`src/rtl/fifo_pop_reader.sv`:
```
// rtl/fifo_pop_reader.sv - burst read controller: pops N FIFO words and presents each on a valid/ready port
module fifo_pop_reader #(
    parameter int DATA_WIDTH        = 8,
    parameter int NBITS_FOR_COUNTER = 8
) (
    input  logic                         clk,
    input  logic                         reset,
    input  logic                         start,
    input  logic                         abort,
    input  logic [NBITS_FOR_COUNTER-1:0] burst_len,
    input  logic                         fifo_empty,
    input  logic [DATA_WIDTH-1:0]        fifo_data,
    output logic                         fifo_pop,
    output logic [DATA_WIDTH-1:0]        out_data,
    output logic                         out_valid,
    input  logic                         out_ready,
    output logic                         busy,
    output logic                         done,
    output logic [NBITS_FOR_COUNTER-1:0] read_count
);

    typedef enum logic [2:0] {
        S_IDLE,
        S_FETCH,
        S_WAIT,
        S_PRESENT,
        S_DONE
    } state_t;

    state_t                         r_state;
    state_t                         w_next;
    logic [NBITS_FOR_COUNTER-1:0]   r_remaining;
    logic [NBITS_FOR_COUNTER-1:0]   r_read_count;
    logic [DATA_WIDTH-1:0]          r_out_data;
    logic                           w_handshake;
    logic                           w_accept_start;

    assign w_handshake    = (r_state == S_PRESENT) && out_ready;
    assign w_accept_start = (r_state == S_IDLE) && start && !abort;

    always_comb begin
        w_next = r_state;
        case (r_state)
            S_IDLE: begin
                if (start) begin
                    w_next = (burst_len != '0) ? S_FETCH : S_DONE;
                end
            end
            S_FETCH: begin
                if (!fifo_empty) begin
                    w_next = S_WAIT;
                end
            end
            S_WAIT:  w_next = S_PRESENT;
            S_PRESENT: begin
                if (w_handshake) begin
                    w_next = (r_remaining == NBITS_FOR_COUNTER'(1)) ? S_DONE : S_FETCH;
                end
            end
            S_DONE:  w_next = S_IDLE;
            default: w_next = S_IDLE;
        endcase
        if (abort) begin
            w_next = S_IDLE;
        end
    end

    // A handshake coincident with abort still counts; a word popped before abort in WAIT is dropped.
    always_ff @(posedge clk or negedge reset) begin
        if (!reset) begin
            r_state      <= S_IDLE;
            r_remaining  <= '0;
            r_read_count <= '0;
            r_out_data   <= '0;
        end else begin
            r_state <= w_next;
            if (w_accept_start) begin
                r_remaining  <= burst_len;
                r_read_count <= '0;
            end
            if ((r_state == S_WAIT) && !abort) begin
                r_out_data <= fifo_data;
            end
            if (w_handshake) begin
                r_read_count <= r_read_count + NBITS_FOR_COUNTER'(1);
                r_remaining  <= r_remaining - NBITS_FOR_COUNTER'(1);
            end
        end
    end

    assign fifo_pop   = (r_state == S_FETCH) && !fifo_empty;
    assign out_valid  = (r_state == S_PRESENT);
    assign busy       = (r_state == S_FETCH) || (r_state == S_WAIT) || (r_state == S_PRESENT);
    assign done       = (r_state == S_DONE);
    assign out_data   = r_out_data;
    assign read_count = r_read_count;

endmodule

```
`config.mk`:
```
export PLATFORM = sky130hd
export DESIGN_NAME = fifo_pop_reader
export DESIGN_NICKNAME = d
export VERILOG_FILES = /design/src/rtl/fifo_pop_reader.sv
export SDC_FILE = /design/constraint.sdc
export NUM_CORES = 1
export LEC_CHECK = 0
export BUFFER_PORTS_ARGS = -buffer_cell sky130_fd_sc_hd__buf_2
export CAP_MARGIN = 0
export CORE_UTILIZATION = 40
export DETAILED_ROUTE_END_ITERATION = 8
export SLEW_MARGIN = 10
export SYNTH_ARGS = -nofsm -noshare
export SYNTH_HDL_FRONTEND = slang
export SYNTH_SLANG_ARGS = --single-unit
```
`constraint.sdc`:
```
create_clock -name clk -period 1.8 [get_ports clk]
set_input_delay 0.27 -clock clk [delete_from_list [all_inputs] [get_ports clk]]
set_output_delay 0.27 -clock clk [all_outputs]
set_load 0.01 [all_outputs]
```
# Word level (Yosys, flattened, before mapping)
# Cells that the tools add are included.
# totals
inputBits	22
out_inout_bits	20
ff_bits	27
word_cells	38
# classes
n_eq_ne	8
mux	11
n_reduce_logical	13
addsub	2
# op_table
cell	count
8-bit 2-to-1 mux	4
3-bit 2-to-1 mux	6
3-bit case mux with 4 select lines	1
8-bit by 1-bit adder with 8-bit output, second input constant	1
8-bit by 1-bit equality test with 1-bit output, second input constant	1
8-bit nonzero test	1
8-bit by 1-bit subtractor with 8-bit output, second input constant	1
3-bit by 2-bit equality test with 1-bit output, second input constant	2
3-bit != test, second input constant	2
1-bit logical AND	5
3-bit by 1-bit equality test with 1-bit output, second input constant	1
3-bit equality test, second input constant	1
3-bit logical NOT	1
3-bit by 2-bit != test with 1-bit output, second input constant	1
3-bit AND reduction	1
1-bit logical NOT	2
1-bit logical OR	2
2-bit nonzero test	1

# Depth between registers and ports, before layout
# depth
depth_word	5
ltp_mapped	5
depth_no_buf	5

# Worst setup path before layout
# Ideal clock, no wire load.
# synth_path
path_type	register -> register
startpoint	register r_state[2]
endpoint	register r_remaining[6]
path_stages_with_launch	5
slack_ns	0.144
path_buffers	1
required_time_ns	1.674
setup_ns	0.126
arrival_time_ns	1.530
period_less_slack_ns	1.656
cell_sequence	dfrtp_1 > buf_4 > nand4b_4 > or4b_1 > a221o_1
# synth_via
elab_chain_len	4
word_cells_on_any_way	7
cone_classes	eq/ne: 1; mux: 1; reduce/logical: 5
# synth_rtl
element	line	text
start: declaration	30	state_t r_state;
start signal: assignment	76	r_state <= w_next;
3-bit logical NOT	39	assign w_accept_start = (r_state == S_IDLE) && start && !abort;
1-bit logical AND (2 in series)	39	
2-bit nonzero test (no source line)	--	
end signal: assignment	78	r_remaining <= burst_len;
end signal: assignment	86	r_remaining <= r_remaining - NBITS_FOR_COUNTER'(1);
end: declaration	32	logic [NBITS_FOR_COUNTER-1:0] r_remaining;
# Several ways; a longest one is shown, not always the timed one.
# A chain may end at the register's enable or synchronous reset.

# Worst setup path in the final report
# layout_path
startpoint	register r_remaining[0]
endpoint	register r_remaining[6]
# layout_via
elab_chain_len	2
# layout_rtl
element	line	text
8-bit by 1-bit subtractor with 8-bit output	86	
8-bit 2-to-1 mux	84	if (w_handshake) begin
# Every way passes these cells.

==> impl_results.md <==
* Part of the Yosys area used for sequential elements at 45.7%
* Capturing element type of the critical path: flop
* Layout cell share with drive strength beyond 1 at 37.7%
* CTS Buf Count at 3
* Reg area at 677 um^2
* Per-cell routed wire length at 15.4 um
* Via Count at 1358
* CTS tree: built
* Clock Latency Late Sink at 0.27 ns
* Clk pin slew, worst setup/hold paths at 0.09 ns
* Post-CTS sizing at 0
* Initial antenna violation count at 0
* Adder-cell share of the synthesized area at 2.54%
* Wire length of the first global-routing pass at 6350 um
* WS Path Type: reg2reg
* Yosys top cell by area: dfrtp_1
* Unique masters post-synth at 48
* EDFF count, synth at 0
* Asr flop ratio synth at 100%
* Area of the multi-input gates at 746 um^2
* Synth-to-layout area growth at 25.2%
* Mux cell area share after synthesis at 8.13%
* Most used DFF post-synth: dfrtp_1
* Worst Tran Pin Value at 0.618 ns
* Ranking of synthesized cells by area: dfrtp_1 46%, mux2_2 5.3%, a221o_1 2.7%
* List of most frequent post-synthesis cells: 27 x dfrtp_1, 7 x mux2_2, 7 x nand2_1, 7 x nand3_1, 7 x nor2_1
* I/O pin count at 42
* WP data arrival at 1.84 ns
* Number of synthesis warnings at 0
* PD cells at 1020 mW/mm^2
* DP HPWL at 2830 um
* Die width at 62.8 um
* GRT Total Usage at 20.3%
* Yosys reg bits at 27
* Min-Delay Path Class: in2async
* Net count, final at 217
* Yosys top cell area share at 45.7%
* Tmin final at 1.68 ns
* Skew final at 0.00888 ns
* # rows at 21
* Syn_nets at 165
* Max-Cap Viols at 0
* Peak Freq at 0.594 GHz
* Clock Sinks at 27
* Vias per inst at 5.73
* Final Hold Viols at 0
* Final setup viols at 0
* Synth Area in XOR/XNOR at 0%
* Core area at 0.00344 mm^2
* Mean Syn Cell Area at 10.6 um^2
* Root Driver: clkbuf_8
* Drt first pass iters at 4
* Complex-gate fraction of the synthesized area at 16.9%
* Die area at 0.00394 mm^2
* Worst path required time at 1.96 ns
* Most common cell in the netlist: dfrtp_1
* RSZ-0062 raised after global routing: no
* Initial DRC Count at 75
* Cell Area, Synth at 0.00148 mm^2
* Power Total at 1.90 mW
* Syn Inst Count at 140
* Period utilization at 93.6%
* Fillers at 342
* Post-route ant nets at 0
* Drc violations at 0
* Buffers on Ports at 41
* Relative slew slack at 58.8%
* # hold bufs at CTS at 0
* H-tree depth at 1
* Simple-Gate Fraction of Synth Area at 22.9%
* Max-slew violation count at 0
* Gpl congestion at 0.850
* Crit start category: flop
* Gr ovfl total at 0
* Worst-path maximum fanout at 4
* ANT cells at 0
* Max rail drop VDD at 0.000407 V
* Setup bufs post-CTS at 0
* Final WL at 3640 um
* TNS Setup at 0 ns
* Lkg Pwr at 0.868 nW
* Initial core utilization at 42.9%
* Vias in the first global route at 1375
* Die H at 62.8 um
* Largest family of logic cells by synthesized area: simple AND/OR/NAND/NOR gates
* Max clock buf depth at 2
* Largest net degree at the start of global routing at 28
* Status: finished clean
[state kept, by name, indices dropped and copies added, names as in the netlist]
register,cells
r_remaining,8
out_data,8
r_state,3
read_count,8
[worst paths after layout]
| kind | from | end | slack [ns] | cells after the start |
|---|---|---|---|---|
| min in group clk | fifo_data[0] | out_data[0] | 0.22 | 2 |
| worst max-delay path | r_remaining[0] | r_remaining[6] | 0.12 | 5 |
| worst min-delay path | reset | read_count[3] | 0.005 | 1 |
| worst max register to register | r_remaining[0] | r_remaining[6] | 0.12 | 5 |
| max in group asynchronous | reset | r_state[1] | 1.35 | 1 |
| worst min register to register | read_count[7] | read_count[7] | 0.48 | 1 |
[critical path: stages, from the launching register on]
cell and delay, ns:
dfrtp_1 0.42, inv_1 0.10, ha_1 0.19, nand2b_1 0.07
or4b_1 0.49, a221o_1 0.31
[cells by family (layout without fill, tap and decap cells)]
| logic type | after synthesis | count (layout) |
|---|---|---|
| mux | 11 | 11 |
| fa+ha+maj | 3 | 3 |
| flops | 27 | 27 |
| buf+inv | 13 | 64 |
| compound gates | 34 | 34 |
| simple gates | 52 | 52 |
[layout by cell type (no fill, tap or decap), drive strengths merged, types with 2 or more instances in the layout]
cell type	Yosys	layout
a221o	4	4
o21a	2	2
mux2	8	8
nor3	2	2
nand2	7	7
or4b	2	2
o21ai	6	6
ha	3	3
nor2	8	8
mux2i	3	3
clkbuf	3	4
buf	4	54
nand3	7	7
nand4	6	6
nor3b	2	2
o211ai	2	2
dfrtp	27	27
a211oi	2	2
inv	6	6
a21oi	6	6
a21boi	2	2
nor4	7	7
or3	2	2
[metal layers]
metal	wire length (um)	global-route usage, %	vias up	share of wire (%)
li1	-	-	646	-
met1	1540	25.7	670	42
met2	1910	36.4	40	52
met3	167	1.64	2	4.6
met4	23	6.10	0	0.63
met5	0	0	-	0
[metrics by stage]
stage | std cells | area, um^2 | utilization (%) | hold slack, ns | setup slack (ns)
2_1_floorplan | 140 | 1480 | - | -0.0256 | 0.144
3_5_place_dp | 233 | 1800 | 52.4 | 0.319 | 0.101
6_report | 237 | 1850 | 53.8 | 0.00544 | 0.115
5_1_grt | 237 | 1850 | 53.8 | 0.0479 | 0.0376
3_3_place_gp | 233 | 1800 | 52.4 | 0.308 | 0.153
4_1_cts | 237 | 1850 | 53.7 | 0.0178 | 0.0979
[power breakdown]
part / switching, mW / leakage, nW / internal (mW)
clock network: 0.177 / 0.0228 / 0.158
registers: 0.135 / 0.344 / 0.773
logic: 0.337 / 0.501 / 0.316
[final cells by class]
cell class	count	area share [%]
inverter	6	1.22
timing repair buffer	54	16.4
tap	46	3.11
multi-input combinational	100	40.3
sequential	27	36.6
clock buffer	4	2.43
Note: power is estimated with default switching activity, not from simulation.
